$ cat src/rtl/voice_scheduler.sv
`default_nettype none
// ============================================================================
// voice_scheduler : sweeps all voices per tick48k, issuing R/L wavetable strobes.
// Optional: VOICE_PHASE_RESET_EN clears a voice's phase on phase_inc write. Rev 1.0
// ============================================================================
module voice_scheduler #(
  parameter int NVOICES = 16,
  parameter int SLOT    = 8,
  parameter int PHASE_W = 24
) (
  input  logic        clk,
  input  logic        rst_n,
  input  logic        tick48k,
  input  logic        voice_we,
  input  logic [5:0]  voice_sel,
  input  logic [1:0]  voice_field,
  input  logic [23:0] voice_wdata,
  output logic [9:0]  wavetable_r,
  output logic        wavetable_r_valid,
  output logic [9:0]  wavetable_l,
  output logic        wavetable_l_valid,
  output logic [17:0] volume_adsr,
  output logic [17:0] velocity,
  output logic        busy,
  output logic        sweep_done,
  output logic        overrun
);

  localparam int VW = (NVOICES > 1) ? $clog2(NVOICES) : 1;
  localparam int SW = $clog2(SLOT);

  typedef enum logic [0:0] {IDLE = 1'b0, SWEEP = 1'b1} state_t;

  state_t              state_q, state_d;
  logic [VW-1:0]       voice_q, voice_d;
  logic [SW-1:0]       slot_q, slot_d;

  logic [PHASE_W-1:0]  phase_inc_q [NVOICES];
  logic [PHASE_W-1:0]  phase_inc_d [NVOICES];
  logic [PHASE_W-1:0]  phase_q     [NVOICES];
  logic [PHASE_W-1:0]  phase_d     [NVOICES];
  logic [9:0]          l_offset_q  [NVOICES];
  logic [9:0]          l_offset_d  [NVOICES];
  logic [17:0]         vel_mem_q   [NVOICES];
  logic [17:0]         vel_mem_d   [NVOICES];
  logic [17:0]         env_mem_q   [NVOICES];
  logic [17:0]         env_mem_d   [NVOICES];

  logic [PHASE_W-1:0]  cur_inc_q, cur_inc_d;
  logic [9:0]          cur_loff_q, cur_loff_d;
  logic                cur_active_q, cur_active_d;

  logic [9:0]          wav_r_q, wav_r_d, wav_l_q, wav_l_d;
  logic                wav_r_valid_q, wav_r_valid_d, wav_l_valid_q, wav_l_valid_d;
  logic [17:0]         vol_q, vol_d, vel_q, vel_d;
  logic                done_q, done_d, overrun_q, overrun_d;

  always_comb begin
    state_d       = state_q;
    voice_d       = voice_q;
    slot_d        = slot_q;
    phase_inc_d   = phase_inc_q;
    phase_d       = phase_q;
    l_offset_d    = l_offset_q;
    vel_mem_d     = vel_mem_q;
    env_mem_d     = env_mem_q;
    cur_inc_d     = cur_inc_q;
    cur_loff_d    = cur_loff_q;
    cur_active_d  = cur_active_q;
    wav_r_d       = wav_r_q;
    wav_r_valid_d = 1'b0;
    wav_l_d       = wav_l_q;
    wav_l_valid_d = 1'b0;
    vol_d         = vol_q;
    vel_d         = vel_q;
    done_d        = 1'b0;
    overrun_d     = overrun_q;

    case (state_q)
      IDLE: begin
        if (tick48k) begin
          state_d = SWEEP;
          voice_d = '0;
          slot_d  = '0;
        end
      end
      SWEEP: begin
        if (tick48k) overrun_d = 1'b1;
        // Slot cycle 0 reads the register file before any same-cycle write lands.
        if (slot_q == '0) begin
          cur_inc_d    = phase_inc_q[voice_q];
          cur_loff_d   = l_offset_q[voice_q];
          cur_active_d = (phase_inc_q[voice_q] != '0);
          vol_d        = env_mem_q[voice_q];
          vel_d        = vel_mem_q[voice_q];
          if (phase_inc_q[voice_q] != '0) begin
            wav_r_d       = phase_q[voice_q][PHASE_W-1 -: 10];
            wav_r_valid_d = 1'b1;
          end
        end
        if (slot_q == SW'(1) && cur_active_q) begin
          wav_l_d       = wav_r_q + cur_loff_q;
          wav_l_valid_d = 1'b1;
          for (int v = 0; v < NVOICES; v++) begin
            if (voice_q == VW'(v)) phase_d[v] = phase_q[v] + cur_inc_q;
          end
        end
        if (slot_q == SW'(SLOT - 1)) begin
          slot_d = '0;
          if (voice_q == VW'(NVOICES - 1)) begin
            state_d = IDLE;
            done_d  = 1'b1;
          end else begin
            voice_d = voice_q + VW'(1);
          end
        end else begin
          slot_d = slot_q + SW'(1);
        end
      end
      default: state_d = IDLE;
    endcase

    // Writes come last so a phase clear overrides a same-cycle increment.
    for (int v = 0; v < NVOICES; v++) begin
      if (voice_we && voice_sel == 6'(v)) begin
        case (voice_field)
          2'd0: begin
            phase_inc_d[v] = PHASE_W'(voice_wdata);
`ifdef VOICE_PHASE_RESET_EN
            phase_d[v] = '0;
`endif
          end
          2'd1: l_offset_d[v] = voice_wdata[9:0];
          2'd2: vel_mem_d[v]  = voice_wdata[17:0];
          2'd3: env_mem_d[v]  = voice_wdata[17:0];
        endcase
      end
    end
  end

  always_ff @(posedge clk or negedge rst_n) begin
    if (!rst_n) begin
      state_q       <= IDLE;
      voice_q       <= '0;
      slot_q        <= '0;
      for (int v = 0; v < NVOICES; v++) begin
        phase_inc_q[v] <= '0;
        phase_q[v]     <= '0;
        l_offset_q[v]  <= '0;
        vel_mem_q[v]   <= '0;
        env_mem_q[v]   <= '0;
      end
      cur_inc_q     <= '0;
      cur_loff_q    <= '0;
      cur_active_q  <= 1'b0;
      wav_r_q       <= '0;
      wav_r_valid_q <= 1'b0;
      wav_l_q       <= '0;
      wav_l_valid_q <= 1'b0;
      vol_q         <= '0;
      vel_q         <= '0;
      done_q        <= 1'b0;
      overrun_q     <= 1'b0;
    end else begin
      state_q       <= state_d;
      voice_q       <= voice_d;
      slot_q        <= slot_d;
      phase_inc_q   <= phase_inc_d;
      phase_q       <= phase_d;
      l_offset_q    <= l_offset_d;
      vel_mem_q     <= vel_mem_d;
      env_mem_q     <= env_mem_d;
      cur_inc_q     <= cur_inc_d;
      cur_loff_q    <= cur_loff_d;
      cur_active_q  <= cur_active_d;
      wav_r_q       <= wav_r_d;
      wav_r_valid_q <= wav_r_valid_d;
      wav_l_q       <= wav_l_d;
      wav_l_valid_q <= wav_l_valid_d;
      vol_q         <= vol_d;
      vel_q         <= vel_d;
      done_q        <= done_d;
      overrun_q     <= overrun_d;
    end
  end

  assign wavetable_r       = wav_r_q;
  assign wavetable_r_valid = wav_r_valid_q;
  assign wavetable_l       = wav_l_q;
  assign wavetable_l_valid = wav_l_valid_q;
  assign volume_adsr       = vol_q;
  assign velocity          = vel_q;
  assign busy              = (state_q == SWEEP);
  assign sweep_done        = done_q;
  assign overrun           = overrun_q;

endmodule
`default_nettype wire

$ cat config.mk
export PLATFORM = sky130hd
export DESIGN_NAME = voice_scheduler
export DESIGN_NICKNAME = d
export VERILOG_FILES = /design/src/rtl/voice_scheduler.sv
export SDC_FILE = /design/constraint.sdc
export NUM_CORES = 2
export LEC_CHECK = 0
export ABC_AREA = 1
export CORE_MARGIN = 3
export CORE_UTILIZATION = 35
export CTS_CLUSTER_SIZE = 24
export DETAILED_ROUTE_END_ITERATION = 10
export GPL_ROUTABILITY_DRIVEN = 0
export PLACE_DENSITY = 0.49
export RECOVER_POWER = 25
export SYNTH_ARGS = -nofsm -noshare
export SYNTH_HDL_FRONTEND = slang
export SYNTH_SLANG_ARGS = --single-unit
export TNS_END_PERCENT = 5
$ cat constraint.sdc
create_clock -name clk -period 7.2 [get_ports clk]
set_input_delay 1.8 -clock clk [delete_from_list [all_inputs] [get_ports clk]]
set_output_delay 1.8 -clock clk [all_outputs]
set_load 0.03 [all_outputs]
Yosys cells after proc, flatten, opt, wreduce, memory -nomap -nowiden
Index checks and enable logic that the tools add are counted.
- add/subtract/negate cells: 19
- equal/unequal tests: 38
- multiplexer cells: 34
- bitwise logic cells: 2
- magnitude comparators: 1
- reduce and logical (&&, ||, !) cells: 107
- operators by type and width (cell ; number):
    $add 24x24->24 ; 16
    $bmux 24 s4 ; 2
    $bmux 18 s4 ; 2
    $reduce_and 2->1 ; 67
    $mux 24 ; 4
    $mux 18 ; 4
    $reduce_and 3->1 ; 18
    $eq 6x4->1 const B ; 8
    $bmux 10 s4 ; 1
    $eq 4x4->1 const B ; 8
    $eq 6x3->1 const B ; 4
    $reduce_bool 24->1 ; 1
    $mux 10 ; 2
    $logic_and 1x1->1 ; 17
    $eq 4x3->1 const B ; 4
    $eq 6x2->1 const B ; 2
    $mux 4 ; 3
    $mux 1 ; 11
    $add 10x10->10 ; 1
    $eq 4x2->1 const B ; 2
    $pmux 4 s2 ; 1
    $eq 6x1->1 const B ; 1
    $logic_not 6->1 ; 1
    $mux 3 ; 2
    other kinds (17) ; 19
- bits of input ports: 36
- word-level logic and storage cells: 295
- output and inout port bits: 61
- register bits: 1607

Logic depth before layout (Yosys ltp)
- word-level depth: 8
- depth in mapped cells: 21
- depth with buffers taken out: 16

Least setup slack after synthesis
Ideal clock, no wire load.
- path kind: input to register
- start: in voice_sel[5]
- end: reg phase_inc_q[106] (netlist bit)
- data required time: 7.066 ns
- library setup time: 0.134 ns
- arrival: 3.237 ns
- stages on the path: 10
- path slack: 3.830 ns
- path buffers: 2
- cells stage by stage: nor2_1 inv_1 nor3_1 inv_1 nor2_1 nand2_1 clkbuf_1 clkbuf_1 nand2_1 o21ai_0
- word-level cells in the longest chain between the ends: 3
- RTL lines (what ; RTL line ; RTL):
    from (decl) ; 15 ; input logic [5:0] voice_sel,
    $eq 6x4->1 ; 125 ; if (voice_we && voice_sel == 6'(v)) begin
    $logic_and 1x1->1 ; 125 ;
    $reduce_and 2->1 (no source line) ; - ;
    to (signal assigned) ; 168 ; phase_inc_q <= phase_inc_d;
    to (decl) ; 38 ; logic [PHASE_W-1:0] phase_inc_q [NVOICES];
Every way passes these cells.
A chain may end at the register's enable or synchronous reset.

==> summary.md <==
| Metric | Value |
|---|---|
| Layout cell share with drive strength beyond 1 | `slightly below 5%` |
| Setup Buffers After CTS | `0` |
| Proportion of synthesized area in mux cells | `0%` |
| Cell taking the most area after synthesis | `dfrtp_1` |
| P_int | `20.38 mW` |
| Worst hold path class | `register to register` |
| RSZ-0062 raised after global routing | `false` |
| Setup_tns | `0 ns` |
| Power density cells | `348.8 mW/mm2` |
| Clk pin slew, worst setup/hold paths | `0.06 ns` |
| Number of fillers in the final layout | `26,770` |
| Minimum clock period after layout | `a little over 5 ns` |
| Max incr delay on CP | `2.20 ns` |
| Top cells by count, synth | `3,427 x nand2_1, 2,101 x o21ai_0, 1,607 x dfrtp_1` |
| Outcome | `finished, violations left` |
| Multi-input combinational cell area | `approximately 0.045 mm2` |
| Top FF cell, synth | `dfrtp_1` |
| DR vias | `83,020` |
| Latest clock arrival within the worst-skew pair | `around 0.9 ns` |
| Combinational power share | `40.1%` |
| Top-count cell post-synth | `nand2_1` |
| Fraction of registers with async set/reset | `100.0%` |
| Hold Vio Cnt, Final | `0` |
| Die Ht | `516.8 um` |
| Seq cells post-synth | `1,607` |
| Lkg Pwr | `~48 nW` |
| Mapped Cells | `around 12,000` |
| Worst-path fanout max | `just under 90` |
| Post-CTS sizing | `0` |
| Post-DP HPWL | `between 200 and 250 mm` |
| Cts bufs inserted | `between 150 and 200` |
| Psw | `about 15 mW` |
| Number of global-route vias before repair | `roughly 80,000` |
| CTS tree | `done` |
| I/O Buffers | `96` |
| Clk sinks | `~1,600` |
| Sequential group share of total power | `31.3%` |
| Crit share post-route | `between 70% and 80%` |
| Synthesis-to-layout area growth | `11.53%` |
| Top cell type's share of synthesized area | `44.04%` |
| Final wirelength | `~320 mm` |
| Layout Nets | `around 13,000` |
| DP Worst Slack | `around 2 ns` |
| Crit path kind | `input pin to async pin` |
| Synth area leaders | `dfrtp_1 44%, nand2_1 14%, o21ai_0 12%` |
| Mapped cell area | `0.09132 mm2` |
| Worst Path Buf+Inv | `2` |
| Worst setup margin | `2.004 ns` |
| Post-synth EDFFs | `0` |
| Final hold slack | `0.4629 ns` |
| Critical path's most frequent cell | `clkbuf_2` |
| DR pass1 iterations | `9` |
| Post-synthesis compound-gate area fraction | `19.02%` |
| Sw Share | `42.62%` |
| Post-Synth Adder-Cell Area | `under 10%` |
| Antenna violations before repair | `18` |
| Largest net degree at the start of global routing | `between 150 and 200` |
| Peak Freq | `roughly 190 MHz` |
| WP data required | `just under 8 ns` |
| Count of final setup violators | `0` |
| Root Driver | `clkbuf_16` |
| # hold bufs at CTS | `0` |
| CP Launch Type | `input pin` |
| H-tree depth | `4` |
| Register area share after synthesis | `44.04%` |
| Yosys Warn Count | `0` |
| CP delay by family, top | `buffers and inverters` |
| Ports | `97` |
| Max_cap viols | `3` |
| VDD IR max | `between 0.0002 and 0.0003 V` |
| Vias/cell | `5.303` |
| Post-synth cell types | `43` |
| CP endpoint kind | `async pin` |
| DIE AREA | `0.2671 mm2` |
| Row count | `around 190` |
| Clk_skew | `0.09673 ns` |
| Wire per inst | `about 20 um` |
| WP data arrival | `around 6 ns` |
| Dpl cells | `around 15,000` |
| Total track usage | `around a quarter` |
| CTS max path bufs | `4` |
| Measured slew at the worst slew-check pin | `between 3 and 4 ns` |
| Drc violations | `0` |
| Clock share of power | `about 29%` |
| Post-synthesis xor/xnor area fraction | `1.285%` |
| Critical path cell sequence | `clkbuf_2 > clkbuf_2` |
| Initial Utilization | `a little over a third` |
| Worst rel slew slack | `-120.1%` |
| Largest family of logic cells by synthesized area | `simple AND/OR/NAND/NOR gates` |
| Cell Count, Final, Fillers Out | `~16,000` |
| DRT antenna net count | `0` |
| Synth Area in Simple Gates | `23.23%` |
| Slowest CP cell | `clkbuf_2` |
| First-pass GRT wire length | `just under 500 mm` |
| Synth Net Count | `between 10,000 and 15,000` |
| CORE AREA | `0.2581 mm2` |
| 1st-iter DRT viols | `between 6,000 and 7,000` |
| GRT Residual Overflow | `0` |
| DIE WIDTH | `just over 500 um` |
| FF+latch area | `0.04024 mm2` |
| Final Max Tran Viols | `176` |
| Syn_area_per_cell | `between 7 and 8 um2` |
| Failing checks | `capacitance limit, slew limit` |
-- power groups by stage --
stage | Combinational, mW | Sequential (mW) | Clock, mW
6_report | 14.2 | 11.1 | 10.1
5_1_grt | 15.9 | 11.2 | 10.8
4_1_cts | 14.3 | 11.1 | 10.4
3_3_place_gp | 14.1 | 11.3 | 0
3_5_place_dp | 14.2 | 11.3 | 0
2_1_floorplan | 9.08 | 11.1 | 0
-- per-stage QoR --
stage	instance area, um2	utilization [%]	total power, mW
floorplan	91320	-	20.21
global placement	95390	36.96	25.40
detailed placement	95390	36.96	25.49
CTS	101900	39.48	35.84
global route	101800	39.46	37.93
finish	101800	39.46	35.52
-- logic make-up (layout without fill, tap and decap cells) --
logic type	Yosys count	in the layout
flip-flops	1607	1607
AND/OR/NAND/NOR	5348	5348
XOR/XNOR	134	134
buffers and inverters	1605	1543
AO/OA/AOI/OAI	3232	3232
adder cells (fa/ha/maj)	402	402
other	0	5
-- flip-flops by register name (all words and copies together) (netlist names), 18 cells and up --
register     cells
phase_q        384
volume_adsr     18
l_offset_q     160
velocity        18
env_mem_q      288
phase_inc_q    384
cur_inc_q       24
vel_mem_q      288
-- worst paths after layout --
kind                       startpoint              to  slack (ns)  cells past startpoint
max                             rst_n  env_mem_q[176]        2.00                      2
min                           overrun         overrun        0.46                      1
max reg2reg                voice_q[0]  wavetable_r[0]        2.75                     16
min reg2reg                   overrun         overrun        0.46                      1
max in group clk           voice_q[0]  wavetable_r[0]        2.75                     16
min in group asynchronous       rst_n    phase_q[336]        2.07                      1
-- layout by cell type (no fill, tap or decap), types with 98 or more instances in the layout --
cell type,Yosys,layout
a21oi_1,488,488
a31oi_1,161,161
buf_4,2,119
clkbuf_16,0,200
dfrtp_1,1607,1591
ha_1,385,385
inv_1,920,911
nand2_1,3427,3420
nand3_1,403,393
nand4_1,121,121
nor2_1,1235,1222
o21ai_0,2101,2101
o21bai_1,98,98
o22ai_1,194,194
-- layer usage --
| metal | up-vias | wire length [um] | global-route usage (%) |
|---|---|---|---|
| met5 | - | 34 | 0 |
| met1 | 40240 | 151100 | 33.37 |
| met3 | 467 | 14900 | 2.539 |
| met2 | 2033 | 141700 | 37.58 |
| li1 | 40280 | - | - |
| met4 | 4 | 10450 | 7.181 |
-- final cells by class --
cell class	count	area share, %
clock inverter	60	0.7678
multi-input combinational	9116	44.22
inverter	956	3.542
sequential	1607	39.51
clock buffer	287	5.628
antenna	5	0.01228
tap	3384	4.157
timing repair buffer	240	2.166
No activity file was read; power rests on OpenSTA's default activity.
